--- src/rtl/mdr_pkg.sv ---
// mdr_pkg: shared defaults and helpers for the instruction-word FIFO
// (mdr_fifo) sitting between instruction memory and decode.
//   MDR_WIDTH_DEF / MDR_DEPTH_DEF : default word width and entry count
//   mdr_word_t                    : one instruction word at default width
//   mdr_cnt_w(depth)              : width of an occupancy counter that
//                                   must represent 0..depth inclusive
package mdr_pkg;

    localparam int MDR_WIDTH_DEF = 67;
    localparam int MDR_DEPTH_DEF = 4;

    typedef logic [MDR_WIDTH_DEF-1:0] mdr_word_t;

    // One extra bit over the pointer width so that "full" (== depth)
    // is distinguishable from "empty" (== 0).
    function automatic int mdr_cnt_w(input int depth);
        return $clog2(depth) + 1;
    endfunction

endpackage

--- src/rtl/mdr_fifo_if.sv ---
// mdr_fifo_if: write and read valid/ready handshakes of mdr_fifo.
//   wr_valid/wr_ready/wr_data : producer side (instruction memory)
//   rd_valid/rd_ready/rd_data : consumer side (decode)
// Modports:
//   master : the environment around the FIFO (drives wr_*, rd_ready)
//   slave  : the FIFO itself (drives wr_ready, rd_valid, rd_data)
interface mdr_fifo_if
    import mdr_pkg::*;
#(
    parameter int WIDTH = MDR_WIDTH_DEF
);

    logic             wr_valid;
    logic             wr_ready;
    logic [WIDTH-1:0] wr_data;
    logic             rd_valid;
    logic             rd_ready;
    logic [WIDTH-1:0] rd_data;

    modport master (
        output wr_valid, wr_data, rd_ready,
        input  wr_ready, rd_valid, rd_data
    );

    modport slave (
        input  wr_valid, wr_data, rd_ready,
        output wr_ready, rd_valid, rd_data
    );

endinterface

--- src/rtl/mdr_wrap_ptr.sv ---
// mdr_wrap_ptr: W-bit pointer that wraps naturally from 2**W-1 to 0.
//   clk : rising-edge clock
//   clr : synchronous clear to 0 (reset or flush), wins over inc
//   inc : advance by one this edge
//   ptr : current pointer value
module mdr_wrap_ptr #(
    parameter int W = 2
) (
    input  logic         clk,
    input  logic         clr,
    input  logic         inc,
    output logic [W-1:0] ptr
);

    always_ff @(posedge clk) begin
        if (clr)
            ptr <= '0;
        else if (inc)
            ptr <= ptr + W'(1);
    end

endmodule

--- src/rtl/mdr_fifo.sv ---
// mdr_fifo: DEPTH-entry instruction-word buffer between instruction
// memory and decode, with valid/ready on both sides, occupancy status and
// a flush for branch redirects.
//   clk   : rising-edge clock
//   rst   : synchronous active-high reset (drops all entries)
//   flush : drops all entries at the next edge; same-cycle push/pop lost
//   bus   : mdr_fifo_if.slave (wr_valid/wr_ready/wr_data,
//           rd_valid/rd_ready/rd_data)
//   count : occupancy 0..DEPTH
//   full  : count == DEPTH
//   empty : count == 0
// DEPTH must be a power of two and at least 2 so the pointers wrap
// without compare logic.
// Optional macro MDR_FIFO_BYPASS_EN: when the buffer is empty a word
// offered on the write side falls straight through to the read side in
// the same cycle; if decode takes it, it is never stored.
module mdr_fifo
    import mdr_pkg::*;
#(
    parameter int WIDTH = MDR_WIDTH_DEF,
    parameter int DEPTH = MDR_DEPTH_DEF
) (
    input  logic                         clk,
    input  logic                         rst,
    input  logic                         flush,
    mdr_fifo_if.slave                    bus,
    output logic [mdr_cnt_w(DEPTH)-1:0]  count,
    output logic                         full,
    output logic                         empty
);

    localparam int AW = $clog2(DEPTH);
    localparam int CW = mdr_cnt_w(DEPTH);

    logic [WIDTH-1:0] mem [DEPTH];
    logic [AW-1:0]    wr_ptr;
    logic [AW-1:0]    rd_ptr;
    logic [CW-1:0]    cnt_q;
    logic             clr;
    logic             push;
    logic             pop;

    assign clr = rst | flush;

    // Status comes from the occupancy register only; pointers are equal
    // both when empty and when full.
    assign count = cnt_q;
    assign full  = (cnt_q == CW'(DEPTH));
    assign empty = (cnt_q == '0);

    assign bus.wr_ready = !full;

`ifdef MDR_FIFO_BYPASS_EN
    logic byp;
    logic byp_take;

    // Fall-through is only offered when nothing older is queued, so order
    // is preserved.
    assign byp          = empty && bus.wr_valid && !flush;
    assign byp_take     = byp && bus.rd_ready;
    assign bus.rd_valid = !empty || byp;
    assign bus.rd_data  = empty ? bus.wr_data : mem[rd_ptr];
    // A word consumed straight through is never written.
    assign push         = bus.wr_valid && bus.wr_ready && !byp_take;
`else
    assign bus.rd_valid = !empty;
    assign bus.rd_data  = mem[rd_ptr];
    assign push         = bus.wr_valid && bus.wr_ready;
`endif

    // Only stored words count as pops; a bypassed word leaves state alone.
    assign pop = !empty && bus.rd_ready;

    mdr_wrap_ptr #(.W(AW)) u_wr_ptr (
        .clk (clk),
        .clr (clr),
        .inc (push),
        .ptr (wr_ptr)
    );

    mdr_wrap_ptr #(.W(AW)) u_rd_ptr (
        .clk (clk),
        .clr (clr),
        .inc (pop),
        .ptr (rd_ptr)
    );

    // Array is never reset; a cycle with rst or flush must not leave a
    // word behind, so writes are suppressed then as well.
    always_ff @(posedge clk) begin
        if (push && !clr)
            mem[wr_ptr] <= bus.wr_data;
    end

    always_ff @(posedge clk) begin
        if (clr)
            cnt_q <= '0;
        else if (push && !pop)
            cnt_q <= cnt_q + CW'(1);
        else if (pop && !push)
            cnt_q <= cnt_q - CW'(1);
    end

endmodule

--- src/flat_wrapper.sv ---
// flat-port wrapper written by rule: the top's interface ports become plain ports
module mdr_fifo_flat import mdr_pkg::*;
#(
    parameter int WIDTH = MDR_WIDTH_DEF,
    parameter int DEPTH = MDR_DEPTH_DEF
)
  (clk, rst, flush, count, full, empty, bus_wr_valid, bus_wr_data, bus_rd_ready, bus_wr_ready, bus_rd_valid, bus_rd_data);
  mdr_fifo_if #(.WIDTH(WIDTH)) bus_i ();
  input  logic clk;
  input  logic rst;
  input  logic flush;
  output logic [mdr_cnt_w(DEPTH)-1:0] count;
  output logic full;
  output logic empty;
  input wire logic [$bits(bus_i.wr_valid)-1:0] bus_wr_valid;
  input wire logic [$bits(bus_i.wr_data)-1:0] bus_wr_data;
  input wire logic [$bits(bus_i.rd_ready)-1:0] bus_rd_ready;
  output wire logic [$bits(bus_i.wr_ready)-1:0] bus_wr_ready;
  output wire logic [$bits(bus_i.rd_valid)-1:0] bus_rd_valid;
  output wire logic [$bits(bus_i.rd_data)-1:0] bus_rd_data;
  assign bus_i.wr_valid = bus_wr_valid;
  assign bus_i.wr_data = bus_wr_data;
  assign bus_i.rd_ready = bus_rd_ready;
  assign bus_wr_ready = bus_i.wr_ready;
  assign bus_rd_valid = bus_i.rd_valid;
  assign bus_rd_data = bus_i.rd_data;
  mdr_fifo #(.WIDTH(WIDTH), .DEPTH(DEPTH)) u_core (.clk(clk), .rst(rst), .flush(flush), .bus(bus_i), .count(count), .full(full), .empty(empty));
endmodule
--- config.mk ---
export PLATFORM = sky130hd
export DESIGN_NAME = mdr_fifo_flat
export DESIGN_NICKNAME = d
export VERILOG_FILES = /design/src/rtl/mdr_pkg.sv /design/src/rtl/mdr_fifo_if.sv /design/src/rtl/mdr_wrap_ptr.sv /design/src/rtl/mdr_fifo.sv /design/src/flat_wrapper.sv
export SDC_FILE = /design/constraint.sdc
export NUM_CORES = 1
export LEC_CHECK = 0
export BUFFER_PORTS_ARGS = -buffer_cell sky130_fd_sc_hd__buf_2
export CORE_MARGIN = 2
export CORE_UTILIZATION = 39
export CTS_CLUSTER_DIAMETER = 50
export DETAILED_ROUTE_END_ITERATION = 7
export SLEW_MARGIN = 20
export SYNTH_ARGS = -nofsm -noshare
export SYNTH_HDL_FRONTEND = slang
export SYNTH_SLANG_ARGS = --single-unit
--- constraint.sdc ---
create_clock -name clk -period 4.08 [get_ports clk]
set_input_delay 1.02 -clock clk [delete_from_list [all_inputs] [get_ports clk]]
set_output_delay 1.02 -clock clk [all_outputs]
set_load 0.1 [all_outputs]
Yosys cells after proc, flatten, opt, wreduce, memory -nomap -nowiden
Memory sizes are Yosys's and may differ from the RTL's. A register that Yosys moved wholly into a read port is not among the register bits.
Cells that the tools add are included.
{ "word_totals": {"register_bits": 7, "ramBits": 268, "input_bits": 72, "elab_cells": 28, "n_memories": 1} }
{ "classes": {"n_addsub": 4, "eq_ne": 1, "n_mux": 6, "bitwise_logic": 1, "n_reduce_logical": 12} }
{ "memory_table": {"columns": ["memory", "words", "width", "rd", "rd_ports_with_merged_regs", "wr", "line", "rtl"], "rows": [
  ["u_core.mem", 4, 67, 1, 1, 1, "mdr_fifo.sv:35", "logic [WIDTH-1:0] mem [DEPTH];"]
]} }
{ "op_table": {"columns": ["cell", "count"], "rows": [
  ["$mux 3", 2],
  ["$logic_and 1x1->1", 5],
  ["$logic_not 1->1", 5],
  ["$add 2x1->2 const B", 2],
  ["$mux 2", 2],
  ["$add 3x1->3 const B", 1],
  ["$eq 3x3->1 const B", 1],
  ["$logic_not 3->1", 1],
  ["$sub 3x1->3 const B", 1],
  ["$mux 1", 2],
  ["$reduce_bool 2->1", 1],
  ["$or 1x1->1", 1]
]} }

Logic depth before layout (Yosys ltp)
Gate-level depths: netlist (run 1).
{ "depth": {"ltp_word": 7, "ltp_mapped": 10} }

Hierarchy
From an unflattened synthesis (run 1), not the netlist that was laid out.
{ "hier_totals": {"cells_unflattened": 394, "area_unflattened_um2": 10082.2} }
{ "modules_own_cells": {"columns": ["mod", "n_inst", "cells_per_inst", "area_each_um2", "seq_area_each_um2"], "rows": [
  ["mdr_fifo", 1, 380, 9924.5, 8107.8],
  ["mdr_wrap_ptr", 2, 7, 78.8, 40.0]
]} }

Worst setup path before layout (run 1)
OpenSTA, ideal clock, no wires.
{ "synth_timing": {"path_kind": "reg-to-reg", "start": "register u_core.cnt_q[0] (netlist: u_core.count[0])", "end": "memory u_core.mem[1][0] (netlist bit), enable pin", "arrival_time_ns": 3.413, "required_ns": 3.648, "setup_slack_ns": 0.235, "path_stages_with_launch": 6, "n_path_buf": 2, "period_less_slack_ns": 3.845, "path_cell_list": "dfxtp_1 or3b_1 buf_6 and2_4 buf_6 and3_1"} }
{ "synth_via": {"elab_chain_len": 6} }
{ "synth_lines": {"columns": ["element", "line", "rtl"], "rows": [
  ["start, declared", "mdr_fifo.sv:38", "logic [CW-1:0] cnt_q;"],
  ["start signal, assigned", "mdr_fifo.sv:99", "cnt_q <= cnt_q + CW'(1);"],
  ["start signal, assigned", "mdr_fifo.sv:101", "cnt_q <= cnt_q - CW'(1);"],
  ["$eq 3x3->1", "mdr_fifo.sv:48", "assign full = (cnt_q == CW'(DEPTH));"],
  ["$logic_not 1->1", "mdr_fifo.sv:51", "assign bus.wr_ready = !full;"],
  ["named net bus_wr_ready", "flat_wrapper.sv:18", "output wire logic [$bits(bus_i.wr_ready)-1:0] bus_wr_ready;"],
  ["$logic_and 1x1->1", "mdr_fifo.sv:68", "assign push = bus.wr_valid && bus.wr_ready;"],
  ["named net u_core.push", "mdr_fifo.sv:40", "logic push;"],
  ["$logic_and 1x1->1", "mdr_fifo.sv:91", "if (push && !clr)"],
  ["$mux 1", "mdr_fifo.sv:91", null],
  ["$mux 1 (not written as such)", "mdr_fifo.sv:92", "mem[wr_ptr] <= bus.wr_data;"],
  ["end, declared", "mdr_fifo.sv:35", null]
]} }
The timed path passes the listed nets, and every way through them passes these cells.

==> results.toml, run 1 <==
[outcome]
run_status = "finished, final reports clean"

[place]
io_buffers = 145
globalplace.congestion = 0.6829
dp_hpwl_um = 11300
dp_cells = 871
dpl_cell_area_mm2 = 0.01135

[grt]
antenna_found_initial = 2
grt_max_degree = 43
grt_pass1_vias = 4975
grt_overflow_total = 0
grt_use_total_pct = 13.87
grt_pass1_wl_um = 28320

[sta]
timing.hold.ws_ns = 0.5312
hold_violations = 0
slew_violations = 0
rsz0062_at_grt = "no"
fin_tns_setup_ns = 0
max_freq_mhz = 292.2
min_period_ns = 3.422
max_slew_margin_pct = 64.47
worstMarginPinSlew_ns = 0.5329
finalCritPeriodShare_pct = 83.88
setup_viol = 0
fin_skew_ns = 0.01252

[finish]
final_cells = 926
syn2layout_area_growth_pct = 22.51
drive_above_1_share_pct = 47.63
design_area_mm2 = 0.01242
fill_cells = 2093
final_nets = 645

[die]
die_w_um = 165.2
die_y_um = 165.2
initial_utilization_pct = 39.35
io_pins = 146
dieArea_mm2 = 0.02730
fp.coreArea_mm2 = 0.02576
fp-row-count = 59

[critical_path]
critPathKind = "flop to output port"
worstPathRequired_ns = 3.06
critPathArrivalTime_ns = 2.40
r2r_start = "u_core.count[0]"
critPathLaunchType = "flop"
cp-end-kind = "output port"
worst-r2r-cell-count = 8
cp_max_fo = 23
rrSetupSlack_ns = 1.64
timing.rr.end = "u_core.count[2]"

[power_and_ir_drop]
vdd_ir_drop_max_mv = 0.2955
clkPwrFrac_pct = 42.8
leakagePower_nw = 4.136
combPwrFrac_pct = 9.7
switching_share_pct = 23.60
power.density_mw_per_mm2 = 539.0
p_seq_share_pct = 47.5
power.switching_w = 0.001580
p_int_w = 0.005115

[hold_path]
holdPathEnd = "u_core.u_rd_ptr.ptr[1]"
min_from = "u_core.u_rd_ptr.ptr[1]"
hp-class = "flop to flop"
hold_depth = 2

[clock_tree]
cts_buffer_depth = 3
cts_inserted_buffers = 29
postCtsResizedCells = 0
cts_tree = "done"
clk_latency_ns = 0.54
post_cts_buffers = 0
cts_max_level = 1
cts_sinks = 277
root_buffer = "clkbuf_16"
ctsHoldBuffers = 0
path_clk_slew_ns = 0.06

[detailed_routing]
ant_nets = 0
drc = 0
vias = 4614
drtIter0Drc = 242
dr.pass1.iters = 4
wire_per_inst_um = 20.46
wl_um = 18940
vias_per_cell = 4.983

[synth]
ys.flop_type = "edfxtp_1"
avgSynthCellArea_um2 = 25.22
synth_top_area_share_pct = 79.38
yosysTopAreaCell = "edfxtp_1"
synth_seq_area_share_pct = 81.16
yosys-top-cells-area = "edfxtp_1 79%, mux4_2 15%, dfxtp_1 1.8%"
synth-edff-count = 268
synthesis.area_mm2 = 0.01014
ys_seq_elements = 277
syn_nets = 480
async_flop_share_pct = 0
yosys-top-cells-count = "268 x edfxtp_1, 67 x mux4_2, 9 x dfxtp_1, 6 x buf_2, 6 x nor2_1"
synthDistinctLibCells = 28
syn_inst = 402
ys_warn_count = 0
synth.most_common_cell = "edfxtp_1"

[job]
max_cap_violations = 0
-- flip-flops by register name, indices dropped and copies added (netlist names), named ones only --
name / count
u_core.mem: 268
u_core.u_rd_ptr.ptr: 2
u_core.count: 3
u_core.u_wr_ptr.ptr: 2
-- worst max path at each step --
stage	endpoint
finish	bus_rd_data[34]
global route	bus_rd_data[34]
CTS	bus_rd_data[34]
detailed placement	bus_rd_data[34]
global placement	bus_rd_data[34]
floorplan	u_core.mem[1][0]
-- layout by cell type, fill, tap and decap left out, types with 2 or more instances in the layout --
| master | count |
|---|---|
| a21oi_1 | 2 |
| and3_4 | 4 |
| buf_12 | 7 |
| buf_2 | 145 |
| bufinv_16 | 7 |
| clkbuf_1 | 4 |
| clkbuf_16 | 29 |
| clkbuf_8 | 3 |
| clkinv_2 | 4 |
| clkinv_4 | 2 |
| dfxtp_1 | 7 |
| dfxtp_4 | 2 |
| edfxtp_1 | 268 |
| ha_1 | 5 |
| inv_1 | 5 |
| inv_6 | 4 |
| mux4_2 | 67 |
| nor2_1 | 6 |
| or3_2 | 2 |
| xor2_1 | 4 |
-- worst max-delay path, stage by stage, from the launching register on --
cell	delay (ns)
dfxtp_4	0.67
buf_12	0.29
mux4_2	0.57
buf_2	0.32
-- per-stage QoR --
stage	util, %	total power (W)	setup WS (ns)
after floorplan	-	0.003753	0.2347
after detailed placement	44.04	0.003894	1.145
final	48.21	0.006695	0.6578
after global placement	44.04	0.003879	1.140
after CTS	48.20	0.006780	0.5624
after global routing	48.20	0.006917	0.4764
-- power by group through the flow --
stage	clock [W]	sequential (W)	combinational, W
detailed placement	0	0.00324	0.000654
CTS	0.00294	0.00318	0.000656
global route	0.00306	0.00318	0.000677
global placement	0	0.00324	0.000643
floorplan	0	0.00325	0.000501
finish	0.00287	0.00318	0.000648
-- metal layers --
metal / GRT usage (%) / up-vias / part of all wire [%]
met3: 4.121 / 30 / 8.4
li1: - / 2052 / -
met2: 22.54 / 150 / 48
met5: 0 / - / 0.069
met4: 3.953 / 2 / 1.9
met1: 18.25 / 2380 / 42
-- cell families after synthesis --
family,after synthesis,synth area share (%)
adder cells (fa/ha/maj),6,0.8145
AO/OA/AOI/OAI,7,0.5183
multiplexers,68,14.98
XOR/XNOR,4,0.3455
buffers and inverters,23,1.185
flip-flops,277,81.16
AND/OR/NAND/NOR,17,0.9997
-- cell type report --
| type | instances | area, µm² | share of cell area, % |
|---|---|---|---|
| Antenna cell | 1 | 2.502 | 0.02015 |
| Clock buffer | 36 | 782.0 | 6.296 |
| Clock inverter | 18 | 290.3 | 2.337 |
| Inverter | 5 | 18.77 | 0.1511 |
| Multi-Input combinational cell | 102 | 1807 | 14.55 |
| Sequential cell | 277 | 8235 | 66.30 |
| Tap cell | 335 | 419.2 | 3.375 |
| Timing Repair Buffer | 152 | 865.8 | 6.971 |
Power figures use the tool's default switching activity.
==> run 2, diff against run 1 <==
==> constraint.sdc (replaced) <==
create_clock -name clk -period 3.3 [get_ports clk]
set_input_delay 0.825 -clock clk [delete_from_list [all_inputs] [get_ports clk]]
set_output_delay 0.825 -clock clk [all_outputs]
set_load 0.1 [all_outputs]
==> run 2 against run 1 <==
Against the previous run: count of clock-buffer cells in the layout is 2 lower; critical endpoint is now bus_rd_data[1]; final cell count stayed put; register-to-register slack worse by 0.72 ns; non-clock buffer count is 1 higher; critical path depth stayed put; power is 18% higher; critical path type unchanged; first-iteration DRC count is 17% higher; largest cell class unchanged; sequential cell count stayed put.
==> results.toml, run 2 (synthesis results as in run 1) <==
[clock_tree]
root_buffer = "clkbuf_16"
post_cts_buffers = 0
cts_sinks = 277
path_clk_slew_ns = 0.06
postCtsResizedCells = 0
ctsHoldBuffers = 0
cts_max_level = 1
cts_tree = "done"
cts_buffer_depth = 3
cts_inserted_buffers = 29
clk_latency_ns = 0.53

[sta]
hold_violations = 0
rsz0062_at_grt = "no"
worst_slack_ns = 0.2112
max_slew_margin_pct = 65.34
fin_skew_ns = 0.01313
worstMarginPinSlew_ns = 0.5235
finalCritPeriodShare_pct = 93.60
fin_tns_setup_ns = 0
setup_viol = 0
timing.hold.ws_ns = 0.5093
min_period_ns = 3.089
max_freq_mhz = 323.7
slew_violations = 0

[critical_path]
worst-r2r-cell-count = 8
critPathArrivalTime_ns = 2.26
rrSetupSlack_ns = 0.92
cp-endpoint = "bus_rd_data[1]"
cp.buffers_inverters = 2
timing.rr.end = "u_core.count[2]"
critPathKind = "flop to output port"
r2r_start = "u_core.count[0]"
critPathLaunchType = "flop"
path_cells = "buf_12 -> mux4_2 -> buf_2"
path_depth = 3
crit_family = "buffers and inverters"
crit_slowest_cell = "mux4_2"
cp-end-kind = "output port"
cp_max_fo = 31
max_stage_delay_ns = 0.58
worstPathRequired_ns = 2.47

[power_and_ir_drop]
leakagePower_nw = 4.087
vdd_ir_drop_max_mv = 0.4124
total_power_w = 0.007898
power.density_mw_per_mm2 = 641.5

[hold_path]
hp-class = "input port to flop"

[grt]
grt_max_degree = 68
grt_pass1_wl_um = 27940
antenna_found_initial = 3
grt_use_total_pct = 13.64
grt_overflow_total = 0
grt_pass1_vias = 5036

[finish]
drive_above_1_share_pct = 47.46
regMostFlops = "u_core.mem"
largest_reg_flops = 268
syn2layout_area_growth_pct = 21.44
utilization_pct = 47.79
mostFrequentLayoutCells = "268 x edfxtp_1, 145 x buf_2, 67 x mux4_2"
mostFrequentLayoutCell = "edfxtp_1"
final_nets = 646

[detailed_routing]
vias_per_cell = 5.006
ant_nets = 0
vias = 4636
dr.pass1.iters = 4
drc = 0
drtIter0Drc = 283
wire_per_inst_um = 20.05
wl_um = 18570

[die]
fp.coreArea_mm2 = 0.02576
die_w_um = 165.2
io_pins = 146
die_y_um = 165.2
fp-row-count = 59
initial_utilization_pct = 39.35
dieArea_mm2 = 0.02730

[place]
place_ws_ns = 0.7250
dp_hpwl_um = 10460
globalplace.congestion = 0.7158
io_buffers = 145

[outcome]
run_status = "finished, final reports clean"

[job]
max_cap_violations = 0
## run 2: how the worst min path moves through the flow
stage	from	end	slack, ns	depth (start not counted)
after floorplan	u_core.u_rd_ptr.ptr[1]	flop	0.48	2
after global placement	u_core.count[2]	u_core.count[2]	0.51	2
after detailed placement	u_core.u_rd_ptr.ptr[1]	flop	0.53	2
after CTS	bus_wr_data[35]	u_core.mem[2][35]	0.47	1
after global routing	bus_wr_data[1]	u_core.mem[1][1]	0.49	1
final	bus_wr_data[64]	u_core.mem[0][64]	0.51	1
## run 2: metrics by stage
step / cell area [µm²] / cells
6_report: 12310 / 926
3_3_place_gp: 11350 / 872
3_5_place_dp: 11350 / 872
5_1_grt: 12310 / 925
4_1_cts: 12310 / 925
2_1_floorplan: 10140 / 402
## run 2: where the power goes
group          switching [W]  total (W)  internal (W)
combinational       0.000627   0.000806      0.000180
clock                0.00127    0.00317       0.00190
sequential         0.0000207    0.00392       0.00390
total                0.00192    0.00790       0.00598
## run 2: final cells by class
type                    instances  area (µm²)
repair buffers                153       873.3
clock buffers                  34       764.5
multi-input cells             102        1807
fillers                      2125       13450
flip-flops and latches        277        8235
diodes                          1       2.502
inverters                       5       18.77
well taps                     335       419.2
clock inverters                19       191.4
## run 2: per-layer routing
layer	vias to the layer above	track usage [%]	wire, µm
met5	-	0	21
met4	4	3.162	286
met3	34	3.671	1280
met2	126	24.00	9516
met1	2424	16.89	7464
li1	2048	-	-
## run 2: worst reg2reg max path: cells and delay by family (launching register included)
kind,cells,cell delay (ns)
compound gates,1,0.16
buf+inv,1,0.06
xor+xnor,1,0.18
fa+ha+maj,2,0.56
flops,1,0.45
simple gates,3,0.91
==> run 3, diff against run 2 <==
--- a/config.mk
+++ b/config.mk
@@ -5,6 +5,7 @@
 export SDC_FILE = /design/constraint.sdc
 export NUM_CORES = 1
 export LEC_CHECK = 0
+export ABC_AREA = 1
 export BUFFER_PORTS_ARGS = -buffer_cell sky130_fd_sc_hd__buf_2
 export CORE_MARGIN = 2
 export CORE_UTILIZATION = 39
==> run 3 against run 2 <==
Against the previous run: sequential cell count unchanged; maximum frequency is 0.97% higher; synthesized area up 3.0%; clock power fell by 9.5%; worst setup slack improved by 0.030 ns; global-route usage is 2.0 points higher; critical path depth grew 2; wire length rose by 19%; cell area increased by 9.3%; via count up 36%; largest power group unchanged.
==> results.toml, run 3 <==
[sta]
slew_violations = 0
max_slew_margin_pct = 68.07
fin_skew_ns = 0.009609
min_period_ns = 3.059
setup_viol = 0
hold_violations = 0
finalCritPeriodShare_pct = 92.70
max_freq_mhz = 326.9
worstMarginPinSlew_ns = 0.4778
fin_tns_setup_ns = 0
rsz0062_at_grt = "no"

[clock_tree]
root_buffer = "clkbuf_16"
cts_inserted_buffers = 29
path_clk_slew_ns = 0.06
ctsHoldBuffers = 0
post_cts_buffers = 0
clk_latency_ns = 0.53
cts_max_level = 1
cts_sinks = 277
cts_tree = "done"
cts_buffer_depth = 3
postCtsResizedCells = 0

[critical_path]
critPathLaunchType = "flop"
cp-end-kind = "output port"
worstPathRequired_ns = 2.47
crit_slowest_cell = "dfxtp_4"
critPathKind = "flop to output port"
cpMostUsedCell = "buf_12"
max_stage_delay_ns = 0.42
critPathArrivalTime_ns = 2.23
path_cells = "inv_6 -> buf_12 -> o21ai_0 -> o22ai_1 -> buf_12"
cp_max_fo = 65

[detailed_routing]
wl_um = 22100
vias_per_cell = 5.133
ant_nets = 0
drtIter0Drc = 387
vias = 6298
drc = 0
dr.pass1.iters = 5
wire_per_inst_um = 18.01

[synth]
ys.flop_type = "edfxtp_1"
avgSynthCellArea_um2 = 14.51
synth_top_area_share_pct = 77.06
synth-edff-count = 268
yosysTopAreaCell = "edfxtp_1"
async_flop_share_pct = 0
synth_seq_area_share_pct = 78.78
synth.most_common_cell = "edfxtp_1"
ys_seq_elements = 277
yosys-top-cells-area = "edfxtp_1 77%, o21ai_0 6.3%, nor2_1 5.2%"
ys_warn_count = 0
synthDistinctLibCells = 24
syn_inst = 720
synthesis.area_mm2 = 0.01044
syn_nets = 798
yosys-top-cells-count = "268 x edfxtp_1, 144 x nor2_1, 131 x o21ai_0, 67 x o22ai_1"

[die]
die_w_um = 167.6
dieArea_mm2 = 0.02810
fp-row-count = 59
fp.coreArea_mm2 = 0.02621
io_pins = 146
initial_utilization_pct = 39.85
die_y_um = 167.6

[finish]
largest_reg_flops = 268
multi_input_area_mm2 = 0.001904
mostFrequentLayoutCell = "edfxtp_1"
final_nets = 946
regMostFlops = "u_core.mem"
mostFrequentLayoutCells = "268 x edfxtp_1, 140 x nor2_1, 131 x o21ai_0"
drive_above_1_share_pct = 24.07
utilization_pct = 51.36
fill_cells = 2163
syn2layout_area_growth_pct = 28.87
ff_latch_area_mm2 = 0.008242

[place]
io_buffers = 145
globalplace.congestion = 0.6981
dp_hpwl_um = 12560

[grt]
grt_overflow_total = 0
grt_pass1_wl_um = 34490
grt_max_degree = 68
grt_pass1_vias = 6269
grt_use_total_pct = 15.62
antenna_found_initial = 4

[power_and_ir_drop]
leakagePower_nw = 4.697
total_power_w = 0.007906
power.density_mw_per_mm2 = 587.4
vdd_ir_drop_max_mv = 0.5101

[hold_path]
hp-class = "flop to flop"

[outcome]
run_status = "finished, final reports clean"

[job]
max_cap_violations = 0
## run 3: metal layers
metal	GRT usage (%)	vias to the layer above	part of all wire [%]
li1	-	2982	-
met1	20.95	3114	44
met2	25.69	168	47
met3	4.160	32	7.3
met4	3.554	2	1.7
met5	0	-	0.050
## run 3: cell families after synthesis
logic type	Yosys count	share of synthesized area, %
AOI/OAI and AO/OA	207	10.72
xor gates and xnor gates	1	0.08388
adders and majority gates	6	0.7907
buffers and inverters	61	3.426
DFF	277	78.78
and+or+nand+nor	168	6.194
## run 3: critical path: cells and delay by family, from the launching register on
kind / cells / cell delay, ns
compound gates: 2 / 0.37
flops: 1 / 0.42
buf+inv: 3 / 0.86
## run 3: cell type report
| cell class | instances | share of cell area (%) |
|---|---|---|
| well taps | 335 | 3.114 |
| clock inverters | 17 | 0.6879 |
| diodes | 3 | 0.05578 |
| multi-input cells | 382 | 14.15 |
| clock buffers | 35 | 5.559 |
| inverters | 18 | 0.5671 |
| flip-flops and latches | 277 | 61.23 |
| repair buffers | 160 | 14.63 |
## run 3: metrics by stage
stage / instances / worst slack [ns] / hold WS, ns / instance area [µm²]
2_1_floorplan: 720 / 0.06345 / 0.4668 / 10500
3_3_place_gp: 1172 / 0.7758 / 0.4838 / 12610
3_5_place_dp: 1172 / 0.7629 / 0.4953 / 12610
4_1_cts: 1224 / 0.1861 / 0.4854 / 13450
5_1_grt: 1225 / 0.07065 / 0.4872 / 13450
6_report: 1227 / 0.2408 / 0.5051 / 13460
## run 3: path summary, 6_finish.rpt
check | startpoint | to | slack (ns) | cells past startpoint
setup / recovery | flop | bus_rd_data[3] | 0.24 | 5
setup reg to reg | u_core.count[1] | u_core.count[2] | 1.31 | 12
hold / removal | u_core.u_rd_ptr.ptr[1] | flop | 0.51 | 2
hold reg to reg | u_core.u_rd_ptr.ptr[1] | flop | 0.51 | 2
## run 3: report_power, final
group / switching [W] / total, W / leakage (nW) / internal (W)
clock: 0.00126 / 0.00287 / 0.411 / 0.00161
combinational: 0.000779 / 0.00111 / 1.79 / 0.000326
sequential: 0.0000207 / 0.00393 / 2.50 / 0.00391
total: 0.00206 / 0.00791 / 4.70 / 0.00585
